### src/rtl/read_buffer_pl.sv
// Single-line read buffer in front of the CCI read channel.
// Word hits come from the buffered line; misses and direct reads fetch one tagged line.
module read_buffer_pl #(
  parameter int unsigned ADDR_LMT    = 20,
  parameter int unsigned MDATA       = 14,
  parameter int unsigned CACHE_WIDTH = 512,
  parameter int unsigned DATA_WIDTH  = 32
) (
  input  logic                             clk,
  input  logic                             rst,
  output logic [ADDR_LMT-1:0]              rd_req_addr,
  output logic [MDATA-1:0]                 rd_req_mdata,
  output logic                             rd_req_en,
  input  logic                             rd_req_almostfull,
  input  logic                             rd_rsp_valid,
  input  logic [MDATA-1:0]                 rd_rsp_mdata,
  input  logic [CACHE_WIDTH-1:0]           rd_rsp_data,
  input  logic [ADDR_LMT+$clog2(CACHE_WIDTH/DATA_WIDTH)-1:0] rd_addr,
  input  logic [MDATA-1:0]                 rd_mdata,
  input  logic                             rd_en,
  input  logic                             rd_direct,
  input  logic                             rd_inval,
  output logic                             rd_ready,
  output logic                             rd_valid,
  output logic [DATA_WIDTH-1:0]            rd_data,
  output logic [CACHE_WIDTH-1:0]           rd_line,
  output logic                             rd_drop
);

  localparam int unsigned WORDS = CACHE_WIDTH / DATA_WIDTH;
  localparam int unsigned OFF_W = $clog2(WORDS);

  typedef enum logic [1:0] {ST_IDLE, ST_ISSUE, ST_WAIT} state_t;

  state_t                   state, state_n;
  logic                     line_valid, line_valid_n;
  logic [ADDR_LMT-1:0]      tag, tag_n;
  logic [CACHE_WIDTH-1:0]   line_buf, line_buf_n;
  logic [ADDR_LMT-1:0]      pend_addr, pend_addr_n;
  logic [OFF_W-1:0]         pend_off, pend_off_n;
  logic [MDATA-1:0]         pend_mdata, pend_mdata_n;
  logic                     pend_direct, pend_direct_n;
  logic                     no_alloc, no_alloc_n;

  logic [ADDR_LMT-1:0]      req_addr_n;
  logic [MDATA-1:0]         req_mdata_n;
  logic                     req_en_n;
  logic                     ready_n, valid_n, drop_n;
  logic [DATA_WIDTH-1:0]    data_n;
  logic [CACHE_WIDTH-1:0]   line_n;

  logic [ADDR_LMT-1:0]      cmd_line;
  logic [OFF_W-1:0]         cmd_off;

  assign cmd_line = rd_addr[ADDR_LMT+OFF_W-1:OFF_W];
  assign cmd_off  = rd_addr[OFF_W-1:0];

  function automatic logic [DATA_WIDTH-1:0] word_sel(input logic [CACHE_WIDTH-1:0] ln,
                                                     input logic [OFF_W-1:0] off);
    return ln[off*DATA_WIDTH +: DATA_WIDTH];
  endfunction

  // Next-state and registered-output logic
  always_comb begin
    state_n       = state;
    line_valid_n  = line_valid;
    tag_n         = tag;
    line_buf_n    = line_buf;
    pend_addr_n   = pend_addr;
    pend_off_n    = pend_off;
    pend_mdata_n  = pend_mdata;
    pend_direct_n = pend_direct;
    no_alloc_n    = no_alloc;
    req_addr_n    = rd_req_addr;
    req_mdata_n   = rd_req_mdata;
    req_en_n      = 1'b0;
    ready_n       = rd_ready;
    valid_n       = 1'b0;
    drop_n        = 1'b0;
    data_n        = rd_data;
    line_n        = rd_line;

    if (rd_inval) line_valid_n = 1'b0;
    if (rd_en && !rd_ready) drop_n = 1'b1;

    case (state)
      ST_IDLE: begin
        if (rd_en) begin
          // A same-cycle invalidate forces a refetch even when the tag matches
          if (!rd_direct && line_valid && !rd_inval && tag == cmd_line) begin
            valid_n = 1'b1;
            data_n  = word_sel(line_buf, cmd_off);
            line_n  = line_buf;
          end else begin
            pend_addr_n   = cmd_line;
            pend_off_n    = cmd_off;
            pend_mdata_n  = rd_mdata;
            pend_direct_n = rd_direct;
            ready_n       = 1'b0;
            state_n       = ST_ISSUE;
          end
        end
      end
      ST_ISSUE: begin
        if (rd_inval) no_alloc_n = 1'b1;
        if (!rd_req_almostfull) begin
          req_en_n    = 1'b1;
          req_addr_n  = pend_addr;
          req_mdata_n = pend_mdata;
          state_n     = ST_WAIT;
        end
      end
      ST_WAIT: begin
        if (rd_inval) no_alloc_n = 1'b1;
        if (rd_rsp_valid && rd_rsp_mdata == pend_mdata) begin
          valid_n    = 1'b1;
          line_n     = rd_rsp_data;
          data_n     = word_sel(rd_rsp_data, pend_off);
          ready_n    = 1'b1;
          no_alloc_n = 1'b0;
          state_n    = ST_IDLE;
          if (!pend_direct && !no_alloc && !rd_inval) begin
            line_buf_n   = rd_rsp_data;
            tag_n        = pend_addr;
            line_valid_n = 1'b1;
          end
        end
      end
      default: begin
        state_n = ST_IDLE;
        ready_n = 1'b1;
      end
    endcase
  end

  // State and output registers
  always_ff @(posedge clk) begin
    if (rst) begin
      state        <= ST_IDLE;
      line_valid   <= 1'b0;
      tag          <= '0;
      line_buf     <= '0;
      pend_addr    <= '0;
      pend_off     <= '0;
      pend_mdata   <= '0;
      pend_direct  <= 1'b0;
      no_alloc     <= 1'b0;
      rd_req_addr  <= '0;
      rd_req_mdata <= '0;
      rd_req_en    <= 1'b0;
      rd_ready     <= 1'b1;
      rd_valid     <= 1'b0;
      rd_data      <= '0;
      rd_line      <= '0;
      rd_drop      <= 1'b0;
    end else begin
      state        <= state_n;
      line_valid   <= line_valid_n;
      tag          <= tag_n;
      line_buf     <= line_buf_n;
      pend_addr    <= pend_addr_n;
      pend_off     <= pend_off_n;
      pend_mdata   <= pend_mdata_n;
      pend_direct  <= pend_direct_n;
      no_alloc     <= no_alloc_n;
      rd_req_addr  <= req_addr_n;
      rd_req_mdata <= req_mdata_n;
      rd_req_en    <= req_en_n;
      rd_ready     <= ready_n;
      rd_valid     <= valid_n;
      rd_data      <= data_n;
      rd_line      <= line_n;
      rd_drop      <= drop_n;
    end
  end

endmodule

### config.mk
export PLATFORM = sky130hd
export DESIGN_NAME = read_buffer_pl
export DESIGN_NICKNAME = d
export VERILOG_FILES = /design/src/rtl/read_buffer_pl.sv
export SDC_FILE = /design/constraint.sdc
export NUM_CORES = 2
export LEC_CHECK = 0
export ABC_AREA = 1
export CORE_AREA = 2 2 446 448
export CTS_BUF_LIST = sky130_fd_sc_hd__clkbuf_16
export CTS_CLUSTER_DIAMETER = 150
export DETAILED_ROUTE_END_ITERATION = 8
export DIE_AREA = 0 0 448 450
export SLEW_MARGIN = 20
export SYNTH_ARGS = -nofsm -noshare
export SYNTH_HDL_FRONTEND = slang
export SYNTH_SLANG_ARGS = --single-unit
export TNS_END_PERCENT = 50
### constraint.sdc
create_clock -name clk -period 4.2 [get_ports clk]
set_input_delay 0.63 -clock clk [delete_from_list [all_inputs] [get_ports clk]]
set_output_delay 0.63 -clock clk [all_outputs]
set_load 0.01 [all_outputs]
Word-level counts from Yosys, hierarchy flattened. Cells that the tools add are included.

Flip-flop bits (word level): 1157. Input port bits: 571.

Mux-type cells: 30. Equal/unequal tests: 9. Shift operators: 2. Reduce and logical (&&, ||, !) cells: 22. Bitwise operators: 3.

Operator list (count): $mux 512 (3); $pmux 512 s2 (1); $shiftx 512x10->32 (2); $mux 32 (3); $pmux 32 s2 (1); $eq 20x20->1 (1); $eq 14x14->1 (1); $mux 1 (14); $reduce_and 4->1 (3); $ne 2x2->1 const B (5); $mux 2 (4); $logic_and 1x1->1 (7); $pmux 2 s3 (1); $reduce_and 3->1 (2); $logic_not 1->1 (5); $pmux 1 s2 (2); $reduce_bool 2->1 (2); $not 1->1 (3); $pmux 1 s3 (1); $eq 2x1->1 const B (1); $eq 2x2->1 const B (1); $logic_not 2->1 (1); $reduce_and 2->1 (1); $reduce_or 2->1 (1).

Logic depth before layout (Yosys ltp).
Depth after elaboration: 7. Gate-level depth with buffers: 15. Mapped depth without buffers: 12.

Worst setup path before layout. No wires, ideal clock.

Path kind: input-to-reg. From: input rd_inval. To: register rd_line[100]. Arrival time: 1888 ps. Buffers on the path: 4. Slack: 2199 ps. Stages on the path: 14. Data required time: 4087 ps. Path through: nor2_1 > nand2_1 > nor2_1 > nand2_1 > nor2_1 > nand3_1 > nand2_1 > nand3_1 > buf_2 > buf_6 > buf_6 > buf_6 > nor2_1 > nor2_1.

Longest elaborated chain between the ends: 5.

RTL lines: start, declared (line 22) `input logic rd_inval,`; $logic_not 1->1 (line 90) `if (!rd_direct && line_valid && !rd_inval && tag == cmd_line) begin`; $logic_and 1x1->1 (2 in a row) (line 90); $ne 2x2->1 (no line); $reduce_and 4->1 (no line); end signal, assigned (line 172) `rd_line <= line_n;`; end, declared (line 26) `output logic [CACHE_WIDTH-1:0] rd_line,`.

No other way between the ends. A chain may end at the register's enable or synchronous reset.

Worst setup path after layout.
From: register state[0]. To: register rd_line[10].

Longest elaborated chain between the ends: 3.

RTL lines: start, declared (line 35) `state_t state, state_n;`; start signal, assigned (line 157) `state <= state_n;`; $eq 2x2->1 / $logic_not 2->1 (equally long branches) (line 86) `case (state)`; $ne 2x2->1 (no line) / $reduce_bool 2->1 (equally long branches); $reduce_and 4->1 (no line).

Several ways; a longest one is shown, not always the timed one.

==> impl_summary.txt <==
----------------------------------------------------
[Run]
  Max-cap check violation count ... 0

[CTS]
  Postcts setup bufs ... 0
  Clock insertion delay at the later pin of the skew report ... about 0.84 ns
  Bufs on Longest Clock Path ... 3
  Sinks on Clock Net ... roughly 1200
  CTS-repair resized insts ... 0
  Number of buffers inserted for hold repair after clock tree synthesis ... 0
  Clk root buf ... sky130_fd_sc_hd__clkbuf_16
  Clock tree from TritonCTS ... done
  Clock slew at the register clock pins of the worst setup and hold paths ... 0.06 ns
  Clock buffers created by TritonCTS ... 148
  # H-tree levels ... 4

[Placement]
  Final Wtd Congestion ... 0.987
  Buffers on Ports ... approximately 1200
  Placed Cells incl. Taps ... about 13000
  HPWL after detailed placement ... between 200000 and 300000 µm

[Drt]
  Number of DRC violations after detailed-routing iteration 0 ... 7513
  DRC viols ... 0
  Count of TritonRoute iterations in the first routing pass ... 8
  Vias per std cell ... 5.03
  Count of vias placed by the detailed router ... 66000
  Number of nets with antenna violations after routing ... 0
  DRT Wirelength ... 345000 µm
  WL per Instance ... around 26 µm

[Power and ir drop]
  Total power divided by cell area ... approximately 630 nW/µm²
  Total leakage power ... 34.4 nW
  Total Power ... 48.7 mW
  Maximum vdd ir drop ... around 0.44 mV

[Synth]
  Most used flip-flop cell after synthesis ... sky130_fd_sc_hd__dfxtp_1
  Proportion of synthesized chip area in sequential cells ... 38.7%
  Synth warn ... 0
  Top cell type's share of synthesized area ... 38.7%
  Commonest cells post-synth ... sky130_fd_sc_hd__nand2_1 (2078), sky130_fd_sc_hd__inv_1 (1436), sky130_fd_sc_hd__nor2_1 (1272)
  Mean post-synth cell area ... about 6.3 µm²
  Number of synthesized register bits ... between 1000 and 1500
  Syn Std Cell Area ... around 60000 µm²
  Most common cell in the synthesized netlist ... sky130_fd_sc_hd__nand2_1
  Number of cells produced by synthesis ... approximately 9600
  Yosys top cell by area ... sky130_fd_sc_hd__dfxtp_1
  Syn Nets ... around 10000
  Distinct cell type count of the synthesized netlist ... 24
  Proportion of synthesized flip-flops having asynchronous set or reset ... 0%
  Post-synth EDFFs ... 0
  Area contributors post-synth ... sky130_fd_sc_hd__dfxtp_1 (39%), sky130_fd_sc_hd__nand2_1 (13%), sky130_fd_sc_hd__inv_1 (9.0%)

[Final layout]
  Final nets ... between 10000 and 15000
  Area delta synth->final ... 30.1%
  Post-Layout Cell Count ... 13120
  Fraction of layout instances using a drive strength above 1 ... approximately 3.5%
  Layout fillers ... around 21000
  Core occupancy in the finished layout ... 39.6%

[STA]
  Final-report setup violation count ... 0
  Post-Route Skew ... roughly 0.065 ns
  RSZ-0062 raised after global routing ... false
  Worst-case headroom to the max-slew limit ... between 10% and 20%
  Number of hold violations in the final report ... 0
  Sum of negative setup slack ... 0 ns
  Slew @ Worst Pin ... between 1 and 1.5 ns
  Final cycle utilization of the critical path ... between 80% and 90%
  Number of max-slew violations in the final report ... 0
  Minimum clock period ... approximately 3.4 ns
  Maximum achievable frequency ... 296 MHz

[Worst setup path]
  Register-to-Register Setup Slack ... 0.82 ns
  Worst endpoint data arrival time ... 4.11 ns
  Largest fanout on the critical path ... between 70 and 80
  CP required ... roughly 4.9 ns
  Type of the setup path with the least slack ... flop to flop
  Setup crit end kind ... flop
  Kind of start point of the critical path ... flop

[GRT]
  Via count of the first global-routing pass ... approximately 60000
  Number of antenna violations at the first check in global routing ... roughly 140
  Maximum number of pins on one net before global-route repair ... between 150 and 200
  Global-route wire length before repair ... about 470000 µm
  Global-route usage over all layers ... between 30% and 40%
  Remaining Overflow, GRT ... 0

[Floorplan]
  Die Footprint ... slightly above 200000 µm²
  Die Span Y ... approximately 450 µm
  Floorplan Core Area ... 197000 µm²
  Effective utilization at floorplan ... 30.4%
  Die Wd ... 448 µm
  Placement Rows ... around 160
  I/O Pins ... approximately 1200

[Outcome]
  Status ... complete, no violations

[Worst hold path]
  Worst min-delay path class ... primary input to flop

----------------------------------------------------
## cell usage in the layout, fill, tap and decap left out, types with 3 or more instances in the layout
| cell type | synthesis | final |
|---|---|---|
| sky130_fd_sc_hd__a211oi_1 | 114 | 114 |
| sky130_fd_sc_hd__a21oi_1 | 840 | 840 |
| sky130_fd_sc_hd__buf_12 | 0 | 49 |
| sky130_fd_sc_hd__buf_4 | 33 | 88 |
| sky130_fd_sc_hd__bufinv_16 | 0 | 9 |
| sky130_fd_sc_hd__clkbuf_16 | 0 | 149 |
| sky130_fd_sc_hd__clkdlybuf4s50_1 | 0 | 1148 |
| sky130_fd_sc_hd__clkinv_1 | 4 | 35 |
| sky130_fd_sc_hd__clkinv_2 | 0 | 24 |
| sky130_fd_sc_hd__clkinv_8 | 0 | 6 |
| sky130_fd_sc_hd__clkinvlp_4 | 0 | 4 |
| sky130_fd_sc_hd__dfxtp_1 | 1157 | 1154 |
| sky130_fd_sc_hd__dfxtp_4 | 0 | 3 |
| sky130_fd_sc_hd__diode_2 | 0 | 91 |
| sky130_fd_sc_hd__ha_1 | 5 | 3 |
| sky130_fd_sc_hd__inv_1 | 1436 | 1465 |
| sky130_fd_sc_hd__inv_2 | 9 | 11 |
| sky130_fd_sc_hd__inv_6 | 0 | 6 |
| sky130_fd_sc_hd__nand2_1 | 2078 | 2078 |
| sky130_fd_sc_hd__nand3_1 | 416 | 415 |
| sky130_fd_sc_hd__nand3b_1 | 15 | 15 |
| sky130_fd_sc_hd__nor2_1 | 1272 | 1270 |
| sky130_fd_sc_hd__o211ai_1 | 167 | 167 |
| sky130_fd_sc_hd__o21ai_0 | 1012 | 1012 |
| sky130_fd_sc_hd__o21ai_1 | 300 | 300 |
## kinds of logic after synthesis
logic type	Yosys count	share of synthesized area, %
AOI/OAI and AO/OA	2434	21.5
xor gates and xnor gates	2	0.0293
adders and majority gates	5	0.105
buffers and inverters	2171	14.8
DFF	1157	38.7
and+or+nand+nor	3786	24.7
## per-stage QoR
| stage | hold slack, ns | setup slack [ns] | instance area [µm²] |
|---|---|---|---|
| final | 0.111 | 0.823 | 77800 |
| after global routing | 0.0751 | 0.729 | 77700 |
| after CTS | 0.0477 | 0.850 | 77600 |
| after detailed placement | 0.462 | 0.431 | 72900 |
| after global placement | 0.457 | 0.456 | 72900 |
| after floorplan | 0.443 | 2.20 | 59800 |
## worst max-delay path, cell delays in order (launching register included)
cell and delay (ns):
sky130_fd_sc_hd__dfxtp_1 0.34, sky130_fd_sc_hd__inv_1 0.16, sky130_fd_sc_hd__ha_4 0.39, sky130_fd_sc_hd__inv_8 0.21
sky130_fd_sc_hd__o21ai_0 0.35, sky130_fd_sc_hd__nand3_4 0.57, sky130_fd_sc_hd__buf_12 0.43, sky130_fd_sc_hd__buf_12 0.21
sky130_fd_sc_hd__buf_4 0.27, sky130_fd_sc_hd__nand2_1 0.08, sky130_fd_sc_hd__nand2_1 0.04, sky130_fd_sc_hd__nor2_1 0.11
## area by class of cell
type                       count  area, µm²  share of cell area [%]
timing repair buffer        1289      13200                    16.9
multi-input combinational   6227      27800                    35.7
antenna                       91        228                   0.293
sequential                  1157      23200                    29.8
inverter                    1449       5460                    7.02
clock inverter               118        910                    1.17
clock buffer                 149       3730                    4.79
tap                         2640       3300                    4.25
## final timing paths
path / start / cells past startpoint / end
max reg2reg: state[0] / 11 / rd_line[10]
min: rst / 2 / line_buf[342]
max: state[0] / 11 / rd_line[10]
min reg2reg: pend_addr[18] / 2 / rd_req_addr[18]
## state kept, by name, indices dropped and copies added (netlist names)
name / flops
line_buf: 512
pend_off: 4
rd_req_en: 1
rd_req_addr: 20
tag: 20
line_valid: 1
pend_mdata: 14
rd_ready: 1
pend_direct: 1
no_alloc: 1
rd_valid: 1
state: 2
pend_addr: 20
rd_line: 512
rd_req_mdata: 14
rd_drop: 1
rd_data: 32
## where the power goes
| group | internal [mW] | switching [mW] |
|---|---|---|
| Clock | 7.03 | 5.58 |
| Combinational | 7.57 | 13.7 |
| Sequential | 13.1 | 1.73 |
| Total | 27.7 | 21.1 |
## per-layer routing
layer  up-vias  share of wire (%)  global-route usage (%)
met5         -              0.099                       0
met4        52                8.4                    25.1
met3       760                8.7                    8.06
met2      3125                 44                    49.5
met1     30505                 39                    39.9
li1      31558                  -                       -
No activity file was read; power rests on OpenSTA's default activity.
